**config.mk**
```make
export PLATFORM = sky130hd
export DESIGN_NAME = ldpc_decode
export DESIGN_NICKNAME = d
export VERILOG_FILES = /design/src/rtl/ldpc_decode.sv
export SDC_FILE = /design/constraint.sdc
export NUM_CORES = 1
export LEC_CHECK = 0
export CORE_AREA = 4 4 69 71
export DETAILED_ROUTE_END_ITERATION = 7
export DIE_AREA = 0 0 73 75
export PLACE_DENSITY = 0.72
export SLEW_MARGIN = 20
export SYNTH_ARGS = -nofsm -noshare
export SYNTH_HDL_FRONTEND = slang
export SYNTH_SLANG_ARGS = --single-unit
```
**constraint.sdc**
```tcl
create_clock -name clk -period 13.29 [get_ports clk]
set_clock_uncertainty 0.2 [all_clocks]
set_input_delay 2.658 -clock clk [delete_from_list [all_inputs] [get_ports clk]]
set_output_delay 2.658 -clock clk [all_outputs]
set_load 0.1 [all_outputs]
```
**src/rtl/ldpc_decode.sv**
```systemverilog
// Hard-decision bit-flip LDPC decoder for a systematic (N,K) code.
// Define LDPC_DECODE_SYNDROME_OUT_EN to add the registered o_syndrome output.
module ldpc_decode #(
   parameter int N        = 6,
   parameter int K        = 3,
   parameter int MAX_ITER = 8,
   parameter int ITER_W   = 4
) (
   input  logic                  clk,
   input  logic                  rst,
   input  logic                  i_en,
   input  logic [N-1:0]          codeword,
   input  logic [K*(N-K)-1:0]    generator_p,
   output logic [K-1:0]          o_info,
   output logic                  o_valid,
   output logic                  o_success,
   output logic [ITER_W-1:0]     o_iter,
   output logic                  o_busy
`ifdef LDPC_DECODE_SYNDROME_OUT_EN
   ,
   output logic [N-K-1:0]        o_syndrome
`endif
);

   localparam int M  = N - K;
   localparam int CW = $clog2(M + 1);

   typedef enum logic [1:0] {IDLE, SYND, FLIP, DONE} state_t;

   state_t              state_q, state_d;
   logic [N-1:0]        word_q;
   logic [K*M-1:0]      gp_q;
   logic [ITER_W-1:0]   iter_q;
   logic [K-1:0]        info_q;
   logic                valid_q;
   logic                success_q;
   logic [ITER_W-1:0]   oiter_q;
`ifdef LDPC_DECODE_SYNDROME_OUT_EN
   logic [M-1:0]        synd_q;
`endif

   logic [M-1:0]        synd;
   logic [CW-1:0]       cnt [N];
   logic [CW-1:0]       max_cnt;
   logic [N-1:0]        flip_mask;
   logic                capture, flip_en, finish;

   always_comb begin
      synd = '0;
      for (int unsigned i = 0; i < M; i++) begin
         synd[i] = word_q[i];
         for (int unsigned j = 0; j < K; j++)
            synd[i] = synd[i] ^ (word_q[M+j] & gp_q[j*M+i]);
      end
   end

   // Per-bit unsatisfied-check counts; every bit tied at the maximum is flipped.
   always_comb begin
      max_cnt   = '0;
      flip_mask = '0;
      for (int unsigned b = 0; b < N; b++) cnt[b] = '0;
      for (int unsigned i = 0; i < M; i++) cnt[i] = CW'(synd[i]);
      for (int unsigned j = 0; j < K; j++)
         for (int unsigned i = 0; i < M; i++)
            cnt[M+j] = cnt[M+j] + CW'(synd[i] & gp_q[j*M+i]);
      for (int unsigned b = 0; b < N; b++)
         if (cnt[b] > max_cnt) max_cnt = cnt[b];
      for (int unsigned b = 0; b < N; b++)
         flip_mask[b] = (cnt[b] == max_cnt);
   end

   always_ff @(posedge clk or posedge rst) begin
      if (rst) state_q <= IDLE;
      else     state_q <= state_d;
   end

   always_comb begin
      state_d = state_q;
      unique case (state_q)
         IDLE: if (i_en) state_d = SYND;
         SYND: begin
            if ((synd == '0) || (iter_q == ITER_W'(MAX_ITER))) state_d = DONE;
            else                                                state_d = FLIP;
         end
         FLIP: state_d = SYND;
         DONE: state_d = IDLE;
         default: state_d = IDLE;
      endcase
   end

   always_comb begin
      o_busy  = (state_q != IDLE);
      capture = (state_q == IDLE) && i_en;
      flip_en = (state_q == FLIP);
      finish  = (state_q == SYND) && (state_d == DONE);
   end

   always_ff @(posedge clk or posedge rst) begin
      if (rst) begin
         word_q    <= '0;
         gp_q      <= '0;
         iter_q    <= '0;
         info_q    <= '0;
         valid_q   <= 1'b0;
         success_q <= 1'b0;
         oiter_q   <= '0;
`ifdef LDPC_DECODE_SYNDROME_OUT_EN
         synd_q    <= '0;
`endif
      end else begin
         valid_q <= finish;
         if (capture) begin
            word_q <= codeword;
            gp_q   <= generator_p;
            iter_q <= '0;
         end
         if (flip_en) begin
            word_q <= word_q ^ flip_mask;
            iter_q <= iter_q + ITER_W'(1);
         end
         if (finish) begin
            info_q    <= word_q[N-1:M];
            success_q <= (synd == '0);
            oiter_q   <= iter_q;
`ifdef LDPC_DECODE_SYNDROME_OUT_EN
            synd_q    <= synd;
`endif
         end
      end
   end

   assign o_info    = info_q;
   assign o_valid   = valid_q;
   assign o_success = success_q;
   assign o_iter    = oiter_q;
`ifdef LDPC_DECODE_SYNDROME_OUT_EN
   assign o_syndrome = synd_q;
`endif

endmodule

```
==> results of run 1 <==
## final cells by class
cell class                 count  share of cell area, %
clock buffer                   6                  3.406
clock inverter                 2                 0.5160
inverter                      18                  2.786
multi-input combinational    177                  48.19
sequential                    30                  30.96
tap                           52                  2.683
timing repair buffer          28                  11.46
## worst max-delay path: cells and delay by family, from the launching register on
kind | cells | cell delay [ns]
AO/OA/AOI/OAI | 8 | 1.97
adder cells (fa/ha/maj) | 4 | 1.25
XOR/XNOR | 3 | 0.94
AND/OR/NAND/NOR | 8 | 0.91
flip-flops | 1 | 0.50
buffers and inverters | 3 | 0.33
## cells in the mapped netlist, types with 4 or more instances
| master | count | area share (%) |
|---|---|---|
| nand2_1 | 52 | 9.7 |
| a21oi_1 | 10 | 2.5 |
| xor2_1 | 8 | 3.5 |
| clkbuf_1 | 5 | 0.93 |
| o21ai_0 | 14 | 3.5 |
| xnor2_1 | 5 | 2.2 |
| inv_1 | 18 | 3.3 |
| dfrtp_1 | 30 | 37 |
| nand3_1 | 7 | 1.7 |
| mux2_2 | 5 | 2.8 |
| nor2_1 | 14 | 2.6 |
| nor2b_1 | 7 | 2.2 |
| and2_1 | 4 | 1.2 |
| ha_1 | 10 | 6.2 |
## kinds of logic (layout without fill, tap and decap cells)
group | after synthesis | count (layout)
buffers and inverters | 24 | 54
DFF | 30 | 30
muxes | 9 | 9
and+or+nand+nor | 96 | 96
xor gates and xnor gates | 14 | 14
AOI/OAI and AO/OA | 45 | 45
adders and majority gates | 13 | 13
## flip-flops by register name, summed over array words and instances, names as in the netlist
register,cells
o_valid,1
iter_q,4
o_info,3
state_q,2
o_success,1
word_q,6
o_iter,4
gp_q,9
## metrics by stage
stage	cell area [µm²]	setup slack, ns	util [%]	cells
2_1_floorplan	2017	7.933	-	231
3_3_place_gp	2330	7.322	55.02	305
3_5_place_dp	2330	7.174	55.02	305
4_1_cts	2425	7.150	57.27	313
5_1_grt	2425	6.541	57.27	313
6_report	2425	7.077	57.27	313
## layer usage
metal | part of all wire, % | vias to the layer above | global-route usage [%]
met5 | 0 | - | 0
met4 | 2.7 | 0 | 6.967
met3 | 4.4 | 11 | 3.872
met2 | 46 | 40 | 27.21
met1 | 47 | 827 | 23.61
li1 | - | 839 | -
## worst min-delay path by stage
stage                         start  slack (ns)   endpoint
after detailed placement  o_iter[2]        0.28  o_iter[2]
after CTS                 o_iter[1]        0.30  o_iter[1]
after global placement    o_iter[2]        0.27  o_iter[2]
final                     o_iter[1]        0.30  o_iter[1]
after global routing      o_iter[1]        0.31  o_iter[1]
after floorplan             gp_q[6]        0.26    gp_q[6]
==> results.toml, run 1 <==
[routing]
drtPass1Iterations = 4
drt-wirelength-per-cell_um = 14.37
vias_per_cell = 5.486
dr.first_iter.drc_count = 75
drc = 0
drt_wl_total_mm = 4.499
num_vias = 1717
antenna_left = 0

[timing]
fin_crit_sh_pct = 46.75
fmax_mhz = 161.0
setup_viol = 0
tightest_slew_ns = 0.9711
rsz0062_at_grt = "no"
setup_tns_ns = 0
hold_slack_ns = 0.2961
min_period_ns = 6.213
slew_violations = 0
slew_headroom_pct = 35.06
hold_violations = 0

[setup_path]
cp_slowest_cell = "xnor2_1"
max_stage_delay_ns = 0.57
critPathCapture = "word_q[0]"
worstPathMaxFanout = 8
startpoint_type = "flop"
r2r-end = "word_q[0]"
r2r_slack_ns = 7.08
end_kind = "flop"
r2r_cells = 26
cp.required_ns = 13.26
cp_common_cell = "nand2_1"
path_class = "reg -> reg"
cp.arrival_ns = 6.18
r2r-start = "word_q[4]"
startpoint = "word_q[4]"

[grt]
grt_pass1_vias = 1585
antenna_found_initial = 0
grt_max_degree = 31
grt_use_total_pct = 17.45
grt_pass1_wl_mm = 7.327
gr-total-overflow = 0

[cts]
clock_sinks = 30
cts_setup_buffers = 0
cts_made_buffers = 5
cts_tree = "done"
clock_latency_ns = 0.28
clkTransAtPathRegs_ns = 0.07
htreeDepth = 2
cts_hold_buf = 0
clockRootBuffer = "clkbuf_8"
cts_resized = 0
cts.path.max_buffers = 2

[synth]
syn-cell-area_mm2 = 0.002017
synth_mux_area_share_pct = 4.901
async_flop_share_pct = 100.0
syn_inst = 231
syn-num-nets = 262
synth-seq-area-share_pct = 37.22
ys_types = 46
synthFlopType = "dfrtp_1"
avgSynthCellArea_um2 = 8.731
ys_ff_latch = 30
synth_compound_area_share_pct = 15.26
synthAdderAreaFrac_pct = 9.181
yosysWarnings = 0
synth_edf_count = 0
synth_xor_area_share_pct = 6.452
synth-simple-area-share_pct = 22.15
synth_top_family_by_area = "simple AND/OR/NAND/NOR gates"

[placement]
numPortBuffers = 27
hpwl_mm = 3.425
gp_congestion = 0.8771

[die]
fp-row-count = 24
initial_utilization_pct = 47.64
core_area_mm2 = 0.004234
ios = 28
die_y_um = 75
dieWidth_um = 73
die-area_mm2 = 0.005475

[outcome]
status = "finished, final reports clean"

[hold_path]
hp-class = "reg -> reg"
holdPathStages = 1

[flow_run]
cap_violations = 0

[layout]
diodes = 0
layout-area-overhead-vs-synth_pct = 20.22
layout_common_cells = "nand2_1 (52), dfrtp_1 (30), clkdlybuf4s50_1 (27)"
seq_area_um2 = 750.7
layout_commonest_cell = "nand2_1"
layout-drive-gt1-share_pct = 9.962
multi_input_area_mm2 = 0.001169
fillCellCount = 386
layout.nets = 291
Power of run 1 is not shown: default switching activity piles up to over one toggle a cycle in this logic, so the estimate is an artifact.
==> run 2: changes to the inputs <==
--- a/config.mk
+++ b/config.mk
@@ -5,10 +5,10 @@
 export SDC_FILE = /design/constraint.sdc
 export NUM_CORES = 1
 export LEC_CHECK = 0
-export CORE_AREA = 4 4 69 71
+export CORE_AREA = 4 4 70 72
 export DETAILED_ROUTE_END_ITERATION = 7
-export DIE_AREA = 0 0 73 75
-export PLACE_DENSITY = 0.72
+export DIE_AREA = 0 0 74 76
+export PLACE_DENSITY = 0.73
 export SLEW_MARGIN = 20
 export SYNTH_ARGS = -nofsm -noshare
 export SYNTH_HDL_FRONTEND = slang
==> constraint.sdc (replaced) <==
create_clock -name clk -period 5.3 [get_ports clk]
set_clock_uncertainty 0.2 [all_clocks]
set_input_delay 1.06 -clock clk [delete_from_list [all_inputs] [get_ports clk]]
set_output_delay 1.06 -clock clk [all_outputs]
set_load 0.1 [all_outputs]
==> results.toml, run 2 (synthesis gave the netlist of run 1 again) <==
[hold_path]
holdPathStages = 1
hp-class = "reg -> reg"

[cts]
clock_sinks = 30
clockRootBuffer = "clkbuf_8"
cts_tree = "done"
cts_made_buffers = 5
clock_latency_ns = 0.28
cts_hold_buf = 0
clkTransAtPathRegs_ns = 0.07
cts.path.max_buffers = 2
htreeDepth = 2

[grt]
gr-total-overflow = 0
grt_max_degree = 31
antenna_found_initial = 0
top_usage_layer = "met2"
use_met1_pct = 24.07
grt_pass1_vias = 1608
met2_usage_pct = 26.77
gr-usage-met3_pct = 4.222
grt_pass1_wl_mm = 7.645
grt_use_total_pct = 17.13

[die]
die-area_mm2 = 0.005624
die_y_um = 76
ios = 28
core_area_mm2 = 0.004294
initial_utilization_pct = 46.97
fp-row-count = 24
dieWidth_um = 74

[routing]
drc = 0
antenna_left = 0
vias_per_cell = 5.356
num_vias = 1730
drt-wirelength-per-cell_um = 14.54
dr.first_iter.drc_count = 124
drtPass1Iterations = 4
drt_wl_total_mm = 4.698

[layout]
layout_common_cells = "nand2_1 (52), dfrtp_1 (28), clkdlybuf4s50_1 (27)"
top_regs = "gp_q (9), word_q (6)"
utilization_pct = 60.34
layout_commonest_cell = "nand2_1"
diodes = 0
layout-drive-gt1-share_pct = 19.19
largest_reg_flops = 9
layout.nets = 301
final_cell_count_no_fill = 323
layout-area-overhead-vs-synth_pct = 28.47
largest_register = "gp_q"

[timing]
hold_violations = 0
fmax_mhz = 194.9
setup_tns_ns = 0
slew_headroom_pct = 34.81
hold_slack_ns = 0.2843
tightest_slew_ns = 0.9749
fin_crit_sh_pct = 96.83
setup_viol = 0
slew_violations = 0
min_period_ns = 5.132

[placement]
gp_congestion = 0.9096
place_inst = 313
numPortBuffers = 27
hpwl_mm = 3.405

[setup_path]
startpoint_type = "flop"
cp.arrival_ns = 5.09
r2r_cells = 26
critPathBufInv = 4
r2r_slack_ns = 0.17
cp.depth = 26
critPathCapture = "word_q[3]"
cp.required_ns = 5.26
worstPathMaxFanout = 7
cp_slowest_cell = "fa_1"
cpLargestDelayFamily = "compound AO/OA/AOI/OAI gates"
end_kind = "flop"
max_stage_delay_ns = 0.55
r2r-start = "word_q[4]"
path_class = "reg -> reg"
r2r-end = "word_q[3]"
startpoint = "word_q[4]"

[outcome]
status = "finished, final reports clean"

[flow_run]
cap_violations = 0
run 2: cell count changes in the layout (fill, tap and decap cells not counted), moves of 3 or more:
cell / change
buf_4: +10
o21ai_0: -3
xnor2_1: -3
xnor2_2: +3
run 2: final cells by class:
class | instances | area (µm²)
repair buffers | 38 | 352.8
flip-flops and latches | 30 | 753.2
inverters | 18 | 67.56
multi-input cells | 177 | 1257
clock buffers | 6 | 82.58
well taps | 52 | 65.06
clock inverters | 2 | 12.51
fillers | 368 | 1703
run 2: how the worst min path moves through the flow:
stage              start        end  slack, ns
6_report       o_iter[1]  o_iter[1]       0.28
5_1_grt        o_iter[2]  o_iter[2]       0.30
4_1_cts        o_iter[1]  o_iter[1]       0.29
3_5_place_dp   o_iter[1]  o_iter[1]       0.28
3_3_place_gp   o_iter[1]  o_iter[1]       0.27
2_1_floorplan    gp_q[6]    gp_q[6]       0.26
run 2: stage by stage:
step / setup WS [ns] / area [µm²]
floorplan: 0.03345 / 2039
CTS: 0.01069 / 2515
global route: -0.08323 / 2591
finish: 0.1679 / 2591
detailed placement: -0.08088 / 2412
global placement: 0.03408 / 2412
run 2: per-layer routing:
metal | vias up | part of all wire [%]
met5 | - | 0
met4 | 0 | 1.4
met3 | 4 | 4.6
met2 | 46 | 48
met1 | 819 | 46
li1 | 861 | -
run 2: worst reg2reg max path, cell delays in order, from the launching register on:
cell      delay [ns]
dfrtp_2         0.46
nand2_2         0.09
xor2_2          0.19
xnor2_2         0.15
and2_2          0.21
fa_1            0.55
inv_1           0.06
ha_1            0.30
o21ai_4         0.19
nand2_1         0.14
o41ai_2         0.10
inv_1           0.10
ha_1            0.29
nand2_1         0.05
o21ai_1         0.16
nor2_1          0.09
a31oi_2         0.21
inv_1           0.09
ha_1            0.28
nand2_1         0.06
o21ai_1         0.11
buf_4           0.17
o21ai_0         0.10
o211ai_1        0.26
a32oi_2         0.13
o21ai_0         0.21
nor2b_1         0.07
run 2: what timing repair did:
action / 4_1_cts / 5_1_grt
hold endpoints to repair: 0 / 0
buffers inserted: 0 / 2
gates cloned: 0 / 0
endpoints found under the setup margin: 2 / 5
pin swaps: 0 / 1
resized for setup: 2 / 14
Power of run 2 is left out for the same reason.
==> RTL change 1, RTL diff (config.mk and constraints of run 2) <==
`ITER_W`: 4 -> 3.
--- a/src/rtl/ldpc_decode.sv
+++ b/src/rtl/ldpc_decode.sv
@@ -4,7 +4,7 @@
    parameter int N        = 6,
    parameter int K        = 3,
    parameter int MAX_ITER = 8,
-   parameter int ITER_W   = 4
+   parameter int ITER_W   = 3
 ) (
    input  logic                  clk,
    input  logic                  rst,
Ports: changed (resized o_iter); port bits go from 28 to 27. The function was not compared with the original's and may differ.
==> RTL change 1 against run 2 <==
  * Non-clock buffer count increased by 13
  * Sequential cell count fell by 2
  * Cell count grew 1.9%
  * Final area grew 8.2%
  * Worst setup slack gained 0.024 ns
  * Area after synthesis up 6.0%
  * Wire length rose by 13%
  * Via count up 4.2%
  * Critical path type unchanged
Power is left out: the tool's default activity adds up to more than one toggle a clock period on the data nets, which glitch-free logic cannot reach.
==> RTL change 1: results (changes against run 2) <==
metric,value,unit,change
CP endpoint,word_q[2],,
vias in the first global route,1672,,+4.0%
"Slowest-stage cell, CP",fa_2,,
Mean Syn Cell Area,9.379,sq um,+7.4%
routed wl met2,2.557,mm,+14%
Mapped Nets,259,,-1.1%
Slew headroom,18.30,%,-17 points
multiplexer share of the synthesized area,4.623,%,-0.28 points
First DRT Iteration DRCs,165,,+33%
"Cell Count, Final, Fillers Out",329,,+1.9%
CTS buffer count,3,,-2
R2R Path End,word_q[2],,
DRT met1 WL,2.416,mm,+11%
Final Cell Area,2804,sq um,+8.2%
"Clk pin slew, worst setup/hold paths",0.10,ns,+0.03 ns
number of fill cells,341,,-7.3%
Post-Route WL,5.304,mm,+13%
first-pass GRT wire length,8.273,mm,+8.2%
Top delay family on crit path,simple AND/OR/NAND/NOR gates,,
Synth top cells by count,"nand2_1 (51), dfrtp_1 (28), inv_1 (14), nor2_1 (11), ha_1 (10)",,
post-synthesis share of cell area spent on xor and xnor gates,12.70,%,+6.2 points
worst hold margin,0.2949,ns,+0.01056 ns
status,completed,,
routability cong.,0.9101,,about the same
crit path DAT,5.10,ns,about the same
Crit Path Max Fanout,5,,-2
leading post-synthesis cells by cell area,"dfrtp_1 (33%), nand2_1 (9.0%), ha_1 (5.9%)",,
min-delay src,o_info[2],,
metal3 WL,244,um,+12%
Via Count,1802,,+4.2%
share of layout cells above drive strength 1,27.08,%,+7.9 points
pin count of the biggest net entering global routing,29,,-6.5%
RTL change 1: cell count changes in the layout (fill, tap and decap cells not counted), sizes merged, moves of 7 or more:
| cell | change |
|---|---|
| nor4 | +8 |
| buf | +14 |
| o21ai | -10 |
| nor3 | +7 |
| a21oi | -9 |
RTL change 1: area by class of cell:
cell class	instances	share of cell area [%]
Clock buffer	3	1.473
Clock inverter	1	1.071
Inverter	14	1.874
Multi-Input combinational cell	180	52.16
Sequential cell	28	25.12
Tap cell	52	2.320
Timing Repair Buffer	51	15.98
RTL change 1: per-layer routing:
layer  vias to the layer above  track usage [%]
li1                        872                -
met1                       870            28.33
met2                        48            27.84
met3                        10            2.770
met4                         2            4.891
met5                         -                0
==> RTL change 2, RTL diff (settings of run 2) <==
Without the edit above. Encoding of `state_t`: now Gray code (2 bits for 4 states).
--- a/src/rtl/ldpc_decode.sv
+++ b/src/rtl/ldpc_decode.sv
@@ -25,7 +25,7 @@
    localparam int M  = N - K;
    localparam int CW = $clog2(M + 1);
 
-   typedef enum logic [1:0] {IDLE, SYND, FLIP, DONE} state_t;
+   typedef enum logic [1:0] {IDLE = 2'b00, SYND = 2'b01, FLIP = 2'b11, DONE = 2'b10} state_t;
 
    state_t              state_q, state_d;
    logic [N-1:0]        word_q;
Function: same outputs for any inputs over 4 cycles, from zero or initial values and one cycle with rst high; so few cycles prove little.
==> RTL change 2 against run 2 <==
  * Final area rose by 3.9%
  * Critical path depth did not move
  * Wire length rose by 7.5%
  * Sequential cell count did not move
  * Worst setup slack gained 0.14 ns
  * Via count grew 7.9%
  * Area after synthesis up 6.1%
  * Worst hold slack improved by 0.0030 ns
  * Synthesized cell count up 4.3%
  * Largest cell class unchanged
Power is left out: the tool's default activity adds up to more than one toggle a clock period on the data nets, which glitch-free logic cannot reach.
==> RTL change 2: results (changes against run 2) <==
metric,value,unit,change
Placed Area,2467,sq um,+2.3%
share of layout cells above drive strength 1,16.96,%,-2.2 points
setup slack after layout,0.3063,ns,+0.1384 ns
grt met2 use,31.83,%,+5.1 points
status,completed,,
Slew headroom,35.29,%,+0.49 points
Syn Inst Count,241,,+4.3%
post-synthesis share of cell area spent on xor and xnor gates,4.851,%,-1.6 points
DRT met1 WL,2.112,mm,-3.0%
Hold Crit Endpoint,o_info[1],,
Nets,313,,+4.0%
placed cells,317,,+1.3%
routed wl met2,2.539,mm,+14%
min-delay src,o_info[1],,
dpl ws,-0.1129,ns,-0.03205 ns
number of library cell types mapped by synthesis,47,,+2.2%
leading post-synthesis cells by cell area,"dfrtp_1 (35%), nand2_1 (9.3%), ha_1 (5.8%)",,
CP endpoint,word_q[1],,
routability cong.,0.8574,,-5.7%
crit path DAT,4.96,ns,-0.13 ns
pin count of the biggest net entering global routing,31,,unchanged
"Seq/Total Area, Yosys",35.07,%,-2.2 points
worst hold margin,0.2873,ns,+0.003000 ns
GR Util met1,23.59,%,-0.48 points
metal3 WL,319,um,+46%
vias per cell,5.570,,+4.0%
First DRT Iteration DRCs,119,,-4.0%
first-pass GRT wire length,8.238,mm,+7.8%
Mapped Nets,272,,+3.8%
Synth Area in Compound Gates,13.38,%,-1.9 points
vias in the first global route,1771,,+10%
CP peak stage delay,0.55,ns,about the same
per-cell routed wire length,15.08,um,+3.7%
post_cts resized,4,,+2
Via Count,1866,,+7.9%
number of fill cells,364,,-1.1%
Synth top cells by count,"nand2_1 (53), dfrtp_1 (30), inv_1 (14), nand3_1 (13)",,
total track usage,18.72,%,+1.6 points
Top delay family on crit path,adder cells,,
[RTL change 2: changes by cell type after synthesis, moves of 4 or more]
| cell | change |
|---|---|
| a21oi_1 | -5 |
| and3_1 | +8 |
| buf_6 | +4 |
| inv_1 | -4 |
| mux2_1 | +5 |
| mux2_2 | -5 |
| nand3_1 | +6 |
| nor2_1 | -7 |
| nor2b_1 | -5 |
| o21ai_0 | -4 |
[RTL change 2: layout make-up]
| type | count | area (sq um) | area share [%] |
|---|---|---|---|
| well taps | 52 | 65.06 | 2.417 |
| clock buffers | 7 | 86.33 | 3.208 |
| multi-input cells | 185 | 1315 | 48.86 |
| repair buffers | 46 | 412.9 | 15.34 |
| flip-flops and latches | 30 | 754.5 | 28.03 |
| clock inverters | 1 | 5.005 | 0.1860 |
| inverters | 14 | 52.55 | 1.953 |
[RTL change 2: cell families after synthesis]
family                     count (synthesis)
xor gates and xnor gates                  11
and+or+nand+nor                          112
DFF                                       30
AOI/OAI and AO/OA                         38
adders and majority gates                 13
buffers and inverters                     26
muxes                                     11
